`config.mk`:
```
export PLATFORM = sky130hd
export DESIGN_NAME = clk_en_period_meter
export DESIGN_NICKNAME = d
export VERILOG_FILES = /design/src/rtl/clk_en_period_meter.sv
export SDC_FILE = /design/constraint.sdc
export NUM_CORES = 1
export LEC_CHECK = 0
export ABC_AREA = 1
export CAP_MARGIN = 0
export CORE_MARGIN = 3
export CORE_UTILIZATION = 41
export CTS_CLUSTER_DIAMETER = 40
export CTS_CLUSTER_SIZE = 30
export DETAILED_ROUTE_END_ITERATION = 10
export SYNTH_ARGS = -nofsm -noshare
export SYNTH_HDL_FRONTEND = slang
export SYNTH_SLANG_ARGS = --single-unit
```
`constraint.sdc`:
```
create_clock -name clk -period 2 [get_ports clk]
set_clock_uncertainty 0.2 [all_clocks]
set_input_delay 0.2 -clock clk [delete_from_list [all_inputs] [get_ports clk]]
set_output_delay 0.2 -clock clk [all_outputs]
set_load 0.05 [all_outputs]
```
`src/rtl/clk_en_period_meter.sv`:
```
// ---------------------------------------------------------------------------
// clk_en_period_meter
//
// Purpose:
//   Receive-side companion to the clock-enable dividers. Watches a
//   single-cycle enable strobe, measures the distance between rising edges
//   in clk cycles, declares lock once LOCK_CNT consecutive periods agree,
//   flags strobe loss with a timeout pulse and keeps a 4-bit strobe count.
//
// Optional feature (compile-time macro):
//   PERIOD_JITTER_TOL_EN - when defined, a period "matches" the lock
//   reference if it differs by at most one cycle; the reference is then
//   left untouched so it cannot drift. When undefined, a match requires
//   exact equality.
//
// Parameters:
//   CNT_W    - width of the gap counter and of the period output
//   LOCK_CNT - consecutive equal periods needed for lock (2..15)
//   TIMEOUT  - cycles without an edge before timeout (<= 2^CNT_W-1)
//
// Ports:
//   clk          in   system clock
//   rst_n        in   synchronous, active-low reset
//   en_in        in   incoming enable strobe (rising edge significant)
//   period       out  last measured edge-to-edge distance, clk cycles
//   period_valid out  one-cycle pulse whenever period is updated
//   locked       out  high while the period is stable
//   timeout_err  out  one-cycle pulse on strobe loss
//   strobe_cnt   out  count of detected edges, wraps modulo 16
// ---------------------------------------------------------------------------
module clk_en_period_meter #(
    parameter int CNT_W    = 8,
    parameter int LOCK_CNT = 3,
    parameter int TIMEOUT  = 200
) (
    input  logic             clk,
    input  logic             rst_n,
    input  logic             en_in,
    output logic [CNT_W-1:0] period,
    output logic             period_valid,
    output logic             locked,
    output logic             timeout_err,
    output logic [3:0]       strobe_cnt
);

    typedef enum logic [1:0] {
        IDLE    = 2'd0,
        MEASURE = 2'd1,
        LOCKED  = 2'd2
    } state_t;

    localparam logic [CNT_W-1:0] GCNT_MAX    = '1;
    localparam logic [CNT_W-1:0] TIMEOUT_V   = CNT_W'(TIMEOUT);
    localparam logic [3:0]       LOCK_TARGET = 4'(LOCK_CNT - 1);

    state_t           state;
    logic             en_d;
    logic [CNT_W-1:0] gcnt;
    logic [CNT_W-1:0] ref_period;
    logic [3:0]       match_cnt;
    logic [3:0]       match_cnt_next;
    logic             strobe_edge;
    logic             is_match;

    // A level held high produces only one edge because en_d follows en_in.
    assign strobe_edge    = en_in & ~en_d;
    assign match_cnt_next = match_cnt + 4'd1;

`ifdef PERIOD_JITTER_TOL_EN
    // Tolerate one cycle of jitter in either direction around the reference.
    logic [CNT_W-1:0] gap_diff;
    assign gap_diff = (gcnt >= ref_period) ? (gcnt - ref_period) : (ref_period - gcnt);
    assign is_match = (gap_diff <= CNT_W'(1));
`else
    assign is_match = (gcnt == ref_period);
`endif

    // Single registered process: edge detect, gap counter, strobe counter and
    // the IDLE/MEASURE/LOCKED controller with its registered outputs.
    // An edge always takes priority over the timeout check, so a strobe that
    // arrives exactly at TIMEOUT is reported as a period of TIMEOUT.
    always_ff @(posedge clk) begin
        if (!rst_n) begin
            state        <= IDLE;
            en_d         <= 1'b0;
            gcnt         <= '0;
            ref_period   <= '0;
            match_cnt    <= 4'd0;
            period       <= '0;
            period_valid <= 1'b0;
            locked       <= 1'b0;
            timeout_err  <= 1'b0;
            strobe_cnt   <= 4'd0;
        end else begin
            en_d         <= en_in;
            period_valid <= 1'b0;
            timeout_err  <= 1'b0;

            if (strobe_edge) begin
                gcnt       <= CNT_W'(1);
                strobe_cnt <= strobe_cnt + 4'd1;
            end else if (gcnt != GCNT_MAX) begin
                gcnt <= gcnt + CNT_W'(1);
            end

            case (state)
                IDLE: begin
                    // First edge only arms the measurement; no period yet.
                    if (strobe_edge) begin
                        state     <= MEASURE;
                        match_cnt <= 4'd0;
                    end
                end

                MEASURE: begin
                    if (strobe_edge) begin
                        period       <= gcnt;
                        period_valid <= 1'b1;
                        if (is_match) begin
                            match_cnt <= match_cnt_next;
                            if (match_cnt_next == LOCK_TARGET) begin
                                state  <= LOCKED;
                                locked <= 1'b1;
                            end
                        end else begin
                            match_cnt  <= 4'd0;
                            ref_period <= gcnt;
                        end
                    end else if (gcnt == TIMEOUT_V) begin
                        timeout_err <= 1'b1;
                        locked      <= 1'b0;
                        state       <= IDLE;
                    end
                end

                LOCKED: begin
                    if (strobe_edge) begin
                        period       <= gcnt;
                        period_valid <= 1'b1;
                        if (!is_match) begin
                            locked     <= 1'b0;
                            state      <= MEASURE;
                            ref_period <= gcnt;
                            match_cnt  <= 4'd0;
                        end
                    end else if (gcnt == TIMEOUT_V) begin
                        timeout_err <= 1'b1;
                        locked      <= 1'b0;
                        state       <= IDLE;
                    end
                end

                default: begin
                    state  <= IDLE;
                    locked <= 1'b0;
                end
            endcase
        end
    end

endmodule

```
# Word level (Yosys, flattened, before mapping)

Index checks and enable logic that the tools add are counted.

Output and inout bits: 15
Bits of input ports: 3
Register bits: 38

Add/sub/neg operators: 3
Multiplexer cells: 25
Bitwise gates (word level): 6
Reduce and logical (&&, ||, !) cells: 12
Equal/unequal tests: 13

Operators by type and width:

| kind                  | count |
|---|---|
| $mux W4               | 5 |
| $mux W2               | 7 |
| $pmux W4 S3           | 1 |
| $mux W1               | 10 |
| $ne A3 B3 Y1 const B  | 3 |
| $add A4 B1 Y4 const B | 2 |
| $add A8 B1 Y8 const B | 1 |
| $eq A8 B8 Y1          | 1 |
| $eq A8 B8 Y1 const B  | 1 |
| $ne A2 B2 Y1 const B  | 4 |
| $ne A8 B8 Y1 const B  | 1 |
| $reduce_and A4 Y1     | 2 |
| $pmux W2 S3           | 1 |
| $not A1 Y1            | 5 |
| $reduce_and A5 Y1     | 1 |
| $eq A4 B2 Y1 const B  | 1 |
| $reduce_and A2 Y1     | 2 |
| $reduce_or A2 Y1      | 2 |
| $pmux W1 S3           | 1 |
| $reduce_and A3 Y1     | 1 |
| $reduce_bool A3 Y1    | 1 |
| $reduce_or A3 Y1      | 1 |
| $eq A2 B1 Y1 const B  | 1 |
| $eq A2 B2 Y1 const B  | 1 |
| 3 further kinds       | 3 |

# Longest topological paths before layout

Word-level depth: 6
Depth in mapped cells: 12

# Worst setup path after synthesis

No wires, ideal clock.

Kind: register -> register
Start point: register state[0]
End point: register ref_period[6]
Setup time: 0.116 ns
Data required time: 1.684 ns
Arrival time: 1.297 ns
Slack: 0.387 ns
Clock period less this slack: 1.613 ns
Cell stages (with the launch flop): 9
Path buffers: 1
Path through: dfxtp_1 > inv_1 > ha_1 > inv_1 > nor2_4 > nand2_4 > buf_6 > o21ai_1 > a21oi_1

Longest elaborated chain between the ends: 3
Elaborated cells on any way between the ends: 4

Ends and longest elaborated chain:

| item                                         | line | source |
|---|---|---|
| start, declared                              | 56   | `state_t state;` |
| start signal, assigned                       | 84   | `state <= IDLE;` |
| start signal, assigned                       | 110  | `state <= MEASURE;` |
| start signal, assigned                       | 122  | `state <= LOCKED;` |
| $eq A2 B2 Y1 or $eq A2 B1 Y1 (tied branches) | 106  | `case (state)` |
| $reduce_or A2 Y1 (no line) (*)               | -    |  |
| $reduce_and A3 Y1 (no line) (*)              | -    |  |
| end signal, assigned                         | 127  | `ref_period <= gcnt;` |
| end signal, assigned                         | 143  | `ref_period <= gcnt;` |
| end, declared                                | 59   | `logic [CNT_W-1:0] ref_period;` |

Mark *: on every way between the ends. The rest lies on a longest branch, timed or not.
A chain may end at the register's enable or synchronous reset.

# Worst setup path in the final report

Start point: register strobe_cnt[2]
End point: output port strobe_cnt[2]

RTL lines:

| item                   | line | source |
|---|---|---|
| start, declared        | 43   | `output logic [3:0] strobe_cnt` |
| start signal, assigned | 101  | `strobe_cnt <= strobe_cnt + 4'd1;` |

No word-level cell between the ends.

==> flow_summary.json <==
{
  "postCtsHoldBufs": 0,
  "power.density_mw_per_mm2": 1343,
  "initialDrtViolationCount": 94,
  "slew_violations": 0,
  "hpwl_mm": 3.127,
  "die_h_um": 75.37,
  "drive_above_1_share": 0.1122,
  "tightest_slew_ns": 0.5050,
  "synth_nets": 299,
  "design.die.area_mm2": 0.005681,
  "diodes": 0,
  "synth_top_area_share": 0.3855,
  "start_kind": "flip-flop",
  "syn_avg_cell_area_um2": 6.875,
  "top_level_ports": 18,
  "run_status": "finished clean",
  "initial_utilization": 0.4381,
  "tns_ns": 0,
  "firstDrtPassIters": 4,
  "grt_use_met3": 0.05277,
  "layout_min_cycle_time_ns": 1.925,
  "hold_viol_final": 0,
  "cellLeakagePower_uw": 0.001022,
  "synth_edf_count": 0,
  "synth_area_leaders": "dfxtp_1 39%, nand2_1 11%, a21oi_1 8.1%, inv_1 7.8%, nor2_1 6.7%",
  "cpLargestDelayFamily": "buffers and inverters",
  "critPathMaxStageDelay_ns": 0.83,
  "yosys-top-cells-count": "59 x nand2_1, 41 x inv_1, 38 x dfxtp_1",
  "cts.clk_slew.worst_paths_ns": 0.08,
  "use_met1": 0.2354,
  "cts_max_level": 2,
  "clk_latency_ns": 0.29,
  "critPathKind": "flip-flop to output port",
  "use_met2": 0.2454,
  "final.setup.worst_slack_ns": 0.07519,
  "cts_root_buffer": "clkbuf_8",
  "synth_ff_type": "dfxtp_1",
  "pre_cts_ws_ns": 0.1414,
  "synth_top_cell_by_area": "dfxtp_1",
  "rsz0062_at_grt": "false",
  "drt_wl_total_mm": 4.212,
  "grt_pass1_vias": 1615,
  "route.detailed.drc": 0,
  "cts-buffers-inserted": 5,
  "die_w_um": 75.37,
  "syn_to_final_growth_pct": 16.93,
  "gp_congestion": 0.7898,
  "relSlewSlack": 0.6623,
  "post_cts_buffers": 0,
  "required_ns": 1.60,
  "hold_slack_ns": 0.2738,
  "synth_seq_cells": 38,
  "synth_most_common_cell": "nand2_1",
  "gr-total-overflow": 0,
  "fin_nets": 323,
  "synth_cell_types": 28,
  "path_max_fanout": 5,
  "ys_async_sr_fraction": 0,
  "synth_cells": 287,
  "grt_pass1_wl_mm": 7.314,
  "cts_tree": "yes",
  "worstPathArrival_ns": 1.52,
  "worstPathCellList": "clkdlybuf4s50_1",
  "critPathBufInv": 1,
  "core-area_mm2": 0.004504,
  "ys.warnings.count": 0,
  "fmax_ghz": 0.5195,
  "wl_per_cell_um": 11.57,
  "hp-class": "flip-flop to flip-flop",
  "viasPerCell": 4.882,
  "finalCritPeriodShare": 0.9624,
  "io_buffers": 17,
  "vdd_drop_max_v": 0.0006368,
  "postRouteAntennaNets": 0,
  "netlist_area_mm2": 0.001973,
  "cts_buffer_depth": 2,
  "synth-seq-area-share": 0.3855,
  "finalSetupViolCount": 0,
  "cp-end-kind": "output port",
  "drv_cap": 0,
  "vias": 1777,
  "cts_sinks": 38,
  "post_cts_resized": 0,
  "grt_use_total": 0.1677,
  "grt_max_degree": 28,
  "num_rows": 24,
  "grt_busiest_layer": "met2",
  "antenna_found_initial": 0,
  "cpMaxStageDelayCell": "clkdlybuf4s50_1"
}
## cell families (layout without fill, tap and decap cells)
family	Yosys count	count (layout)	share of synthesized area
buf+inv	52	77	0.1059
fa+ha+maj	9	9	0.05707
compound gates	64	64	0.1693
flops	38	38	0.3855
xor+xnor	1	1	0.004440
simple gates	123	123	0.2777
## state kept, by name (all words and copies together), names as in the netlist
name and cells:
en_d 1, gcnt 8, locked 1, match_cnt 4
period 8, period_valid 1, ref_period 8, state 2
strobe_cnt 4, timeout_err 1
## where the power goes
group | internal [uW] | leakage, uW | switching [uW] | total (uW)
Combinational | 521 | 0.000667 | 958 | 1480
Clock | 245 | 0.0000441 | 291 | 536
Sequential | 944 | 0.000311 | 141 | 1080
## routing by layer
metal	vias to the layer above	routed length, um
met1	788	2210
met5	-	0
met2	30	1747
met3	6	197
met4	0	57
li1	953	-
## metrics by stage
step             util  power (uW)  instances  area (um2)
2_1_floorplan       -        2252        287        1973
3_3_place_gp   0.4922        2585        356        2217
3_5_place_dp   0.4922        2585        356        2217
4_1_cts        0.5122        3135        364        2307
5_1_grt        0.5122        3385        364        2307
6_report       0.5122        3100        364        2307
## worst paths after layout
kind,slack (ns),start,cells after the start,endpoint
max,0.08,strobe_cnt[2],1,strobe_cnt[2]
min,0.27,ref_period[6],2,ref_period[6]
max reg2reg,0.24,gcnt[0],8,gcnt[4]
min reg2reg,0.27,ref_period[6],2,ref_period[6]
## area by class of cell
class,count,area [um2]
fill,450,2197
multi-input combinational,197,1003
sequential,38,760.7
timing repair buffer,23,215.2
inverter,46,172.7
clock buffer,5,68.82
tap,52,65.06
clock inverter,3,21.27
## placed cells by master (no fill, tap or decap), drive strengths merged, types with 3 or more instances in the layout
cell / synthesis / routed
nand2: 67 / 67
inv: 46 / 46
nor2: 39 / 39
dfxtp: 38 / 38
a21oi: 32 / 32
o21ai: 27 / 27
clkdlybuf4s50: 0 / 17
ha: 9 / 9
nand3: 7 / 7
buf: 4 / 6
nor3: 6 / 6
clkbuf: 2 / 5
nand4: 3 / 3
Power figures use the tool's default switching activity.
